### src/rtl/stage_if.sv
// stage_if -- Instruction Fetch stage with the IF/ID pipeline register.
//
// Owns the PC. Fetches one word per request from a variable-latency
// instruction memory. Presents the fetched instruction to Decode through
// the IF/ID register. Honours a load-use stall, a jump redirect from ID
// and a taken-branch redirect from EX.
//
// Ports:
//   Clk, Rst_n          clock (rising edge), asynchronous active-low reset
//   Stall               hold PC and IF/ID
//   Jump, Jtarg         jump redirect and its target
//   BrTaken, Btarg      taken-branch redirect and its target (wins over Jump)
//   IM_Req, IM_Addr     fetch request and word-aligned fetch address
//   IM_Ready, IM_Data   request completion and the fetched word
//   IFout_PC/PC4/Inst   IF/ID contents; all zero for a bubble
//   IFout_Valid         IF/ID holds a real instruction
//   Dbg_State           current FSM state (S_REQ=0, S_HOLD=1, S_DROP=2)
//
// Optional feature, enabled by defining STAGE_IF_PERF_EN:
//   Perf_Fetch   Ready transfers whose data enters IF/ID or the hold buffer
//   Perf_Bubble  cycles in which IF/ID is loaded with a bubble
//
// Handshake: a transfer completes in any cycle where IM_Req && IM_Ready.
// Once IM_Req is raised, IM_Req and IM_Addr stay stable until IM_Ready.
module stage_if #(
  parameter logic [31:0] RESET_PC = 32'h0000_0000
) (
  input  logic        Clk,
  input  logic        Rst_n,
  input  logic        Stall,
  input  logic        Jump,
  input  logic [31:0] Jtarg,
  input  logic        BrTaken,
  input  logic [31:0] Btarg,
  output logic        IM_Req,
  output logic [31:0] IM_Addr,
  input  logic        IM_Ready,
  input  logic [31:0] IM_Data,
  output logic [31:0] IFout_PC,
  output logic [31:0] IFout_PC4,
  output logic [31:0] IFout_Inst,
  output logic        IFout_Valid,
  output logic [1:0]  Dbg_State
`ifdef STAGE_IF_PERF_EN
  ,
  output logic [31:0] Perf_Fetch,
  output logic [31:0] Perf_Bubble
`endif
);

  typedef enum logic [1:0] {
    S_REQ  = 2'd0,
    S_HOLD = 2'd1,
    S_DROP = 2'd2
  } state_t;

  state_t      state_q, state_d;
  logic [31:0] pc_q, pc_d;
  logic [31:0] drop_addr_q, drop_addr_d;
  logic [31:0] hold_pc_q, hold_pc_d;
  logic [31:0] hold_inst_q, hold_inst_d;
  logic [31:0] if_pc_q, if_pc_d;
  logic [31:0] if_pc4_q, if_pc4_d;
  logic [31:0] if_inst_q, if_inst_d;
  logic        if_valid_q, if_valid_d;
  // Keeps IM_Req low between reset release and the first clock edge.
  logic        req_en_q;

  logic        redirect;
  logic [31:0] target;
  logic        xfer;
  logic [31:0] pc_plus4;
  logic        load_bubble;

  assign redirect = BrTaken || Jump;
  // Branch is the older instruction, so it wins; low bits are dropped.
  assign target   = (BrTaken ? Btarg : Jtarg) & 32'hFFFF_FFFC;
  assign xfer     = IM_Req && IM_Ready;
  assign pc_plus4 = pc_q + 32'd4;

  assign IM_Req      = req_en_q && (state_q != S_HOLD);
  // In S_DROP the in-flight request keeps its original address even though
  // PC already points at the redirect target.
  assign IM_Addr     = (state_q == S_DROP) ? drop_addr_q : pc_q;
  assign IFout_PC    = if_pc_q;
  assign IFout_PC4   = if_pc4_q;
  assign IFout_Inst  = if_inst_q;
  assign IFout_Valid = if_valid_q;
  assign Dbg_State   = state_q;

  always_comb begin
    state_d     = state_q;
    pc_d        = pc_q;
    drop_addr_d = drop_addr_q;
    hold_pc_d   = hold_pc_q;
    hold_inst_d = hold_inst_q;
    if_pc_d     = if_pc_q;
    if_pc4_d    = if_pc4_q;
    if_inst_d   = if_inst_q;
    if_valid_d  = if_valid_q;
    load_bubble = 1'b0;

    case (state_q)
      S_REQ: begin
        if (redirect) begin
          pc_d        = target;
          load_bubble = 1'b1;
          if (!xfer) begin
            // Request still outstanding: finish it before fetching the target.
            state_d     = S_DROP;
            drop_addr_d = pc_q;
          end
        end else if (xfer && !Stall) begin
          if_pc_d    = pc_q;
          if_pc4_d   = pc_plus4;
          if_inst_d  = IM_Data;
          if_valid_d = 1'b1;
          pc_d       = pc_plus4;
        end else if (xfer) begin
          // Data arrived while Decode is stalled: park it.
          hold_pc_d   = pc_q;
          hold_inst_d = IM_Data;
          state_d     = S_HOLD;
        end else if (!Stall) begin
          load_bubble = 1'b1;
        end
      end
      S_HOLD: begin
        if (redirect) begin
          pc_d        = target;
          load_bubble = 1'b1;
          state_d     = S_REQ;
        end else if (!Stall) begin
          if_pc_d    = hold_pc_q;
          if_pc4_d   = hold_pc_q + 32'd4;
          if_inst_d  = hold_inst_q;
          if_valid_d = 1'b1;
          pc_d       = pc_plus4;
          state_d    = S_REQ;
        end
      end
      S_DROP: begin
        if (redirect) begin
          pc_d        = target;
          load_bubble = 1'b1;
        end else if (!Stall) begin
          load_bubble = 1'b1;
        end
        if (xfer) begin
          state_d = S_REQ;
        end
      end
      default: begin
        state_d = S_REQ;
      end
    endcase

    if (load_bubble) begin
      if_pc_d    = 32'h0;
      if_pc4_d   = 32'h0;
      if_inst_d  = 32'h0;
      if_valid_d = 1'b0;
    end
  end

  always_ff @(posedge Clk or negedge Rst_n) begin
    if (!Rst_n) begin
      state_q     <= S_REQ;
      pc_q        <= RESET_PC & 32'hFFFF_FFFC;
      drop_addr_q <= 32'h0;
      hold_pc_q   <= 32'h0;
      hold_inst_q <= 32'h0;
      if_pc_q     <= 32'h0;
      if_pc4_q    <= 32'h0;
      if_inst_q   <= 32'h0;
      if_valid_q  <= 1'b0;
      req_en_q    <= 1'b0;
    end else begin
      state_q     <= state_d;
      pc_q        <= pc_d;
      drop_addr_q <= drop_addr_d;
      hold_pc_q   <= hold_pc_d;
      hold_inst_q <= hold_inst_d;
      if_pc_q     <= if_pc_d;
      if_pc4_q    <= if_pc4_d;
      if_inst_q   <= if_inst_d;
      if_valid_q  <= if_valid_d;
      req_en_q    <= 1'b1;
    end
  end

`ifdef STAGE_IF_PERF_EN
  // Only S_REQ transfers without a redirect deliver useful data.
  logic fetch_used;
  assign fetch_used = xfer && (state_q == S_REQ) && !redirect;

  always_ff @(posedge Clk or negedge Rst_n) begin
    if (!Rst_n) begin
      Perf_Fetch  <= 32'h0;
      Perf_Bubble <= 32'h0;
    end else begin
      if (fetch_used) begin
        Perf_Fetch <= Perf_Fetch + 32'd1;
      end
      if (load_bubble) begin
        Perf_Bubble <= Perf_Bubble + 32'd1;
      end
    end
  end
`endif

endmodule

### config.mk
export PLATFORM = sky130hd
export DESIGN_NAME = stage_if
export DESIGN_NICKNAME = d
export VERILOG_FILES = /design/src/rtl/stage_if.sv
export SDC_FILE = /design/constraint.sdc
export NUM_CORES = 1
export LEC_CHECK = 0
export CAP_MARGIN = 20
export CORE_AREA = 3 3 198 200
export CTS_BUF_LIST = sky130_fd_sc_hd__clkbuf_2 sky130_fd_sc_hd__clkbuf_4 sky130_fd_sc_hd__clkbuf_8
export CTS_CLUSTER_SIZE = 14
export DETAILED_ROUTE_END_ITERATION = 8
export DIE_AREA = 0 0 201 203
export MAX_ROUTING_LAYER = met4
export SKIP_CTS_REPAIR_TIMING = 1
export SYNTH_ARGS = -nofsm -noshare
export SYNTH_HDL_FRONTEND = slang
export SYNTH_SLANG_ARGS = --single-unit
### constraint.sdc
create_clock -name Clk -period 2 [get_ports Clk]
set_clock_uncertainty 0.15 [all_clocks]
set_input_delay 0.2 -clock Clk [delete_from_list [all_inputs] [get_ports Clk]]
set_output_delay 0.2 -clock Clk [all_outputs]
set_load 0.005 [all_outputs]
# After elaboration in Yosys (flattened, before gate mapping)
# Index checks and enable logic that the tools add are counted.
[word_totals]
register_bits = 228
in_bits = 102
elab_cells = 88
[op_classes]
n_addsub = 2
eq_ne = 14
n_mux = 46
n_bitwise = 3
reduce_logical = 13
[ops]
columns = ["operator", "count"]
rows = [
  ["$mux W32", 21],
  ["$pmux W32 S2", 3],
  ["$pmux W32 S3", 1],
  ["$add A32 B3 Y32 const B", 2],
  ["$ne A3 B3 Y1 const B", 9],
  ["$mux W2", 7],
  ["$mux W1", 11],
  ["$reduce_and A5 Y1", 2],
  ["$reduce_and A4 Y1", 2],
  ["$pmux W2 S3", 1],
  ["$reduce_bool A3 Y1", 2],
  ["$ne A2 B2 Y1 const B", 2],
  ["$logic_and A1 B1 Y1", 3],
  ["$not A1 Y1", 3],
  ["$pmux W1 S3", 1],
  ["$reduce_and A3 Y1", 1],
  ["$eq A2 B1 Y1 const B", 1],
  ["$eq A2 B2 Y1 const B", 1],
  ["$logic_not A2 Y1", 1],
  ["$ne A2 B1 Y1 const B", 1],
  ["$pmux W1 S2", 1],
  ["$logic_not A1 Y1", 1],
  ["$logic_or A1 B1 Y1", 1],
]

# Logic depth before layout (Yosys ltp)
# Gate-level depths: netlist of run 1.
[depth]
ltp_word = 9
depth_mapped = 8

# Worst setup path after synthesis of run 1
# No wires, ideal clock.
[synth_timing]
path_kind = "reg-to-reg"
from = "register hold_pc_q[2]"
to = "register if_pc4_q[30], in the netlist IFout_PC4[30]"
setup_time_ns = 0.126
arrival_ns = 1.917
required_time_ns = 1.724
slack_ns = -0.193
path_stages_with_launch = 7
n_path_buf = 0
synth_period_minus_slack_ns = 2.193
path_cell_list = "dfrtp_1 ha_1 nand2_1 nor4_1 nand3_1 mux2i_1 a221o_1"
[synth_between]
elab_chain_len = 5
[synth_lines]
columns = ["item", "line", "text"]
rows = [
  ["from (decl)", "60", "logic [31:0] hold_pc_q, hold_pc_d;"],
  ["from (signal assigned)", "182", "hold_pc_q <= hold_pc_d;"],
  ["$add A32 B3 Y32", "135", "if_pc4_d = hold_pc_q + 32'd4;"],
  ["$mux W32", "133", "end else if (!Stall) begin"],
  ["$mux W32", "129", "if (redirect) begin"],
  ["$pmux W32 S2", "103", "case (state_q)"],
  ["$mux W32", "158", "if (load_bubble) begin"],
  ["to (signal assigned)", "185", "if_pc4_q <= if_pc4_d;"],
  ["to (decl)", "63", "logic [31:0] if_pc4_q, if_pc4_d;"],
]
# Every way passes these cells. The select of a mux whose other input is x is not followed.
# A chain may end at the register's enable or synchronous reset.

# Final worst setup path of run 1
[layout_timing]
from = "register state_q[0], in the netlist Dbg_State[0]"
to = "output IM_Addr[24]"
[layout_between]
elab_chain_len = 2
[layout_lines]
columns = ["item", "line", "text"]
rows = [
  ["from (decl)", "57", "state_t state_q, state_d;"],
  ["from (signal assigned)", "179", "state_q <= state_d;"],
  ["$eq A2 B2 Y1", "84", "assign IM_Addr = (state_q == S_DROP) ? drop_addr_q : pc_q;"],
  ["$mux W32", "84", ""],
  ["to (decl)", "36", "output logic [31:0] IM_Addr,"],
]
# Every way passes these cells.

==> summary.md, run 1 <==
| Metric | Value |
|---|---|
| Placed Cells | `1877` |
| Commonest non-fill, non-tap cells in the layout | `215 x dfrtp_1, 193 x clkdlybuf4s50_1, 134 x nand2_1` |
| Worst r2r path cells | `11` |
| Pwr/cell area | `760 nW/µm²` |
| Critical Path RT | `1650 ps` |
| Final setup margin | `-312 ps` |
| CTS tree | `yes` |
| Crit path time final | `2310 ps` |
| Post-synth cell types | `54` |
| Max-cap violations | `0` |
| Nets@finish | `1542` |
| Core Rows | `71` |
| Worst R2R Setup Slack | `-290 ps` |
| Ports | `234` |
| Post-Syn Instances | `1087` |
| Initial antenna violation count | `0` |
| Via count | `9873` |
| Actual slew at the worst max-slew pin | `978 ps` |
| P&R area growth vs syn | `53.4%` |
| RR Endpoint | `pc_q[6]` |
| Post-synthesis sequential area ratio | `48.7%` |
| Critical Path Start | `Dbg_State[0]` |
| Post-synth EDFFs | `0` |
| Crit path max fanout | `7` |
| Starting DRT DRC Count | `728` |
| Routed Antenna Nets | `0` |
| Die width | `201 µm` |
| Pre-CTS setup slack | `-242 ps` |
| Vias per inst | `approximately 5` |
| Fraction of registers with async set/reset | `100%` |
| HP Class | `primary input to async pin` |
| Critical path capture point type | `primary output` |
| Synth Register Bits | `219` |
| VDD IR-drop max | `0.000344 V` |
| Crit path DAT | `roughly 2000 ps` |
| Commonest non-fill, non-tap cell in the layout | `dfrtp_1` |
| Post-Syn Area | `11300 µm²` |
| Main synth FF type | `dfrtp_1` |
| Worst r2r src | `Dbg_State[0]` |
| Setup TNS Final | `-12260 ps` |
| Hpwl dp | `26.7 mm` |
| Initial core utilization | `30.0%` |
| DIE AREA | `40800 µm²` |
| Layout Cells excl Fill | `1978` |
| Status | `finished, violations left` |
| Fin Hold WS | `131 ps` |
| DRT Pass-1 Iters | `6` |
| Drt total wl | `38.9 mm` |
| Clock Tree Root | `clkbuf_8` |
| Yosys warns | `0` |
| N_diodes | `0` |
| Vias in the first global route | `~9700` |
| Unrepaired setup endpoints after global routing | `yes` |
| Slew Viols, Final | `0` |
| Final core utilization | `between 40% and 50%` |
| Core ar. | `37600 µm²` |
| Worst skew pair latency | `between 500 and 600 ps` |
| Leakage | `between 7 and 8 nW` |
| Placed Area | `15200 µm²` |
| Kind of critical path | `flip-flop to primary output` |
| Die Y | `203 µm` |
| CTS Buf Count | `41` |
| Post-Syn Area per Cell | `10.4 µm²` |
| Global-route wire length before repair | `56.2 mm` |
| RD Place Congestion | `0.906` |
| CP endpoint | `IM_Addr[24]` |
| Layout cells sized above 1 | `between 30% and 40%` |
| Buffers on Ports | `227` |
| Total Power | `13.1 mW` |
| Per-cell routed wire length | `roughly 20 µm` |
| CP startpoint kind | `flip-flop` |
| Largest net degree at the start of global routing | `70` |
| Global Route Usage Sum | `between 15 and 20%` |
| Final period util | `116%` |
| Failing checks | `negative setup slack` |
| Clock transition at path regs | `60 ps` |
| Final hold viol count | `0` |
| Htree depth | `2` |
| Sink Count | `219` |
| FMAX | `433 MHz` |
| Final global-route overflow total | `0` |
| Cell area after layout | `17300 µm²` |
| Clock Tree Buf Depth | `3` |
| Endpoints failing setup | `67` |
| Slew HR | `34.6%` |
| Residual DRC count | `0` |
-- power by group --
part	switching, mW	leakage (nW)	total [mW]	internal (mW)
Sequential	0.356	2.85	5.30	4.94
Combinational	1.43	4.16	3.17	1.74
Clock	1.95	0.469	4.66	2.71
-- sequential cells by signal, summed over array words and instances, names as in the netlist --
name         flops
hold_pc_q       30
pc_q            30
IFout_PC        31
hold_inst_q     32
IFout_Inst      32
IFout_PC4       30
drop_addr_q     30
req_en_q         1
Dbg_State        2
IFout_Valid      1
-- area by class of cell --
class                   instances  area, µm²
well taps                     511        639
clock buffers                  70        870
clock inverters                 2       12.5
repair buffers                406       4100
multi-input cells             763       6140
flip-flops and latches        219       5490
fillers                      3442      20300
inverters                       7       26.3
-- worst min-delay path by stage --
stage | to | slack, ps
floorplan | Dbg_State[0] | -250
global placement | IFout_PC[24] | -90
detailed placement | IFout_PC[24] | -90
CTS | IFout_PC4[21] | -710
global route | hold_inst_q[8] | 120
finish | hold_pc_q[11] | 130
-- critical path, cell delays in order (launching register included) --
cell       delay [ps]
dfrtp_2           440
nor2b_4           220
clkbuf_16         190
buf_12            130
mux2_4            300
buf_6             120
-- Yosys cell counts, types with 6 or more instances --
library cell,number,share of area [%]
buf_2,23,1.0
nor3_1,13,0.58
nor2b_1,15,0.83
a221o_1,6,0.53
nor4_1,6,0.33
mux2i_1,74,6.6
a2bb2oi_1,15,1.2
xor2_1,30,2.3
a211oi_1,12,0.80
clkbuf_1,64,2.1
a21oi_1,42,1.9
o21ai_0,94,4.2
a31oi_1,10,0.56
o22ai_1,8,0.44
dfrtp_1,219,49
and3_1,8,0.44
xnor2_1,19,1.5
nand3_1,27,1.2
o221ai_1,11,0.86
mux2_2,120,12
inv_1,7,0.23
nand4_1,15,0.83
nor2_1,35,1.2
o22a_1,10,0.78
buf_1,7,0.23
nand2_1,142,4.7
-- per-layer routing --
layer  wire length [µm]  vias up  GRT usage [%]
li1                   -     4562              -
met1              17200     4885           24.1
met2              18400      358           28.0
met3               2380       68           3.00
met4                912        0           4.47
met5                  0        -              -
-- kinds of logic after synthesis --
kind of cell | synth area share (%)
AO/OA/AOI/OAI | 12.2
XOR/XNOR | 3.81
adder cells (fa/ha/maj) | 0.222
buffers and inverters | 3.96
flip-flops | 48.7
multiplexers | 18.6
other | 0.0667
AND/OR/NAND/NOR | 12.5
Note: power is estimated with default switching activity, not from simulation.
==> run 2: changes to the inputs <==
PLACE_DENSITY = 0.51   (was not set)
==> summary.md, run 2 (same netlist as run 1, synthesis figures left out) <==
| Metric | Value |
|---|---|
| Clock transition at path regs | `60 ps (about the same)` |
| Sink Count | `219 (unchanged)` |
| Crit path max fanout | `7 (unchanged)` |
| Failing checks | `negative setup slack (unchanged)` |
| Vias per inst | `4.93 (was 4.99)` |
| Per-cell routed wire length | `20.1 µm (was 19.7 µm)` |
| Routed Antenna Nets | `0 (unchanged)` |
| Worst skew pair latency | `550 ps (was 560 ps)` |
| DIE AREA | `40800 µm² (unchanged)` |
| RD Place Congestion | `0.859 (was 0.906)` |
| Critical Path RT | `1650 ps (about the same)` |
| CTS Buf Count | `41 (unchanged)` |
| CP startpoint kind | `flip-flop (unchanged)` |
| Placed Area | `15300 µm² (was 15200 µm²)` |
| Status | `finished, violations left (unchanged)` |
| Final setup margin | `-208 ps (was -312 ps)` |
| Core ar. | `37600 µm² (unchanged)` |
| Clock Tree Root | `clkbuf_8 (unchanged)` |
| Worst R2R Setup Slack | `-180 ps (was -290 ps)` |
| Pre-CTS setup slack | `-271 ps (was -242 ps)` |
| Commonest non-fill, non-tap cells in the layout | `215 x dfrtp_1, 192 x clkdlybuf4s50_1, 146 x buf_4 (was 215 x dfrtp_1, 193 x clkdlybuf4s50_1, 134 x nand2_1)` |
| Kind of critical path | `flip-flop to primary output (unchanged)` |
| Largest net degree at the start of global routing | `61 (was 70)` |
| Buffers on Ports | `227 (unchanged)` |
| Cell area after layout | `17200 µm² (was 17300 µm²)` |
| Residual DRC count | `0 (unchanged)` |
| Via count | `9813 (was 9873)` |
| Clock Tree Buf Depth | `3 (unchanged)` |
| Pwr/cell area | `741 nW/µm² (was 760 nW/µm²)` |
| P&R area growth vs syn | `52.5% (was 53.4%)` |
| Layout cells sized above 1 | `34.2% (was 35.2%)` |
| CTS tree | `yes (unchanged)` |
| Nets@finish | `1562 (was 1542)` |
| Sequential Area | `5490 µm² (unchanged)` |
| Crit-path cells | `nor2b_4 > buf_12 > clkbuf_16 > mux2_2 > clkbuf_2 (was nor2b_4 > clkbuf_16 > buf_12 > mux2_4 > buf_6)` |
| Htree depth | `2 (unchanged)` |
| Global-route wire length before repair | `57.3 mm (was 56.2 mm)` |
| Leakage | `7.53 nW (was 7.48 nW)` |
| Unrepaired setup endpoints after global routing | `yes (unchanged)` |
| VDD IR-drop max | `0.000357 V (was 0.000344 V)` |
| Crit path time final | `2210 ps (was 2310 ps)` |
| Drt total wl | `39.9 mm (was 38.9 mm)` |
| Die width | `201 µm (unchanged)` |
| Final global-route overflow total | `0 (unchanged)` |
| Worst r2r path cells | `7 (was 11)` |
| Commonest non-fill, non-tap cell in the layout | `dfrtp_1 (unchanged)` |
| Final period util | `110% (was 116%)` |
| Endpoints failing setup | `36 (was 67)` |
| Initial core utilization | `30.0% (unchanged)` |
| Hpwl dp | `27.1 mm (was 26.7 mm)` |
| Die Y | `203 µm (unchanged)` |
| Multi-input gate area | `5950 µm² (was 6140 µm²)` |
| Crit path DAT | `1860 ps (was 1960 ps)` |
| Top Family by Delay on Critical Path | `buffers and inverters (was flip-flops)` |
| Slew Viols, Final | `0 (unchanged)` |
| HP Class | `primary input to async pin (unchanged)` |
| Delay of the slowest cell on the worst path | `400 ps (was 440 ps)` |
| Fin Hold WS | `33.0 ps (was 131 ps)` |
| Final hold viol count | `0 (unchanged)` |
| Max-cap violations | `0 (unchanged)` |
| Vias in the first global route | `9717 (was 9692)` |
| Critical Path Start | `Dbg_State[0] (unchanged)` |
| RR Endpoint | `IFout_PC4[27] (was pc_q[6])` |
| Core Rows | `71 (unchanged)` |
| Bufs and invs on worst path | `3 (unchanged)` |
| FMAX | `453 MHz (was 433 MHz)` |
| Critical path capture point type | `primary output (unchanged)` |
| Slowest cell on the critical path | `dfrtp_1 (was dfrtp_2)` |
| Filler cell count | `3611 (was 3442)` |
| Ports | `234 (unchanged)` |
| Starting DRT DRC Count | `585 (was 728)` |
| DRT Pass-1 Iters | `5 (was 6)` |
| Worst r2r src | `pc_q[13] (was Dbg_State[0])` |
| Initial antenna violation count | `1 (was 0)` |
| Global Route Usage Sum | `18.3% (was 17.8%)` |
==> run 2: power by group <==
group	switching (mW)	internal [mW]
clock network	1.86	2.42
registers	0.342	4.94
logic	1.41	1.75
==> run 2: how the worst max path moves through the flow <==
stage	cells after the start	slack, ps	to
5_1_grt	5	-280	IM_Addr[14]
4_1_cts	4	-610	IM_Addr[9]
3_5_place_dp	5	-270	drop_addr_q[4]
2_1_floorplan	7	-10	IFout_PC4[30]
3_3_place_gp	5	-270	drop_addr_q[11]
6_report	5	-210	IM_Addr[14]
==> run 2: worst reg2reg max path, delay by kind of cell, from the launching register on <==
kind            cells  cell delay, ps
compound gates      1             300
flops               1             380
xor+xnor            1             250
simple gates        3             620
buf+inv             2             340
==> run 2: area by class of cell <==
type	instances	share of cell area [%]
sequential	219	31.9
tap	511	3.72
clock buffer	58	4.21
timing repair buffer	426	25.0
antenna	1	0.0146
clock inverter	4	0.299
inverter	7	0.153
multi-input combinational	763	34.6
==> run 2: layer usage <==
metal | GRT usage [%] | part of all wire [%]
met1 | 25.8 | 48
met4 | 4.49 | 1.9
met3 | 3.17 | 4.8
met2 | 27.4 | 46
met5 | - | 0
==> run 2: metrics by stage <==
step | std cells | power [mW] | TNS, ps | util (%)
2_1_floorplan | 1088 | 6.64 | -21.4 | -
3_3_place_gp | 1887 | 8.16 | -30470 | 40.8
3_5_place_dp | 1887 | 8.20 | -32430 | 40.8
4_1_cts | 1949 | 12.6 | -19900 | 42.8
5_1_grt | 1989 | 13.4 | -8930 | 45.7
6_report | 1989 | 12.7 | -5620 | 45.7
==> run 3: changes to the inputs <==
SLEW_MARGIN = 20   (was not set)
==> results of run 3 <==
Final layout, timing and power as in run 2 (identical DEF).
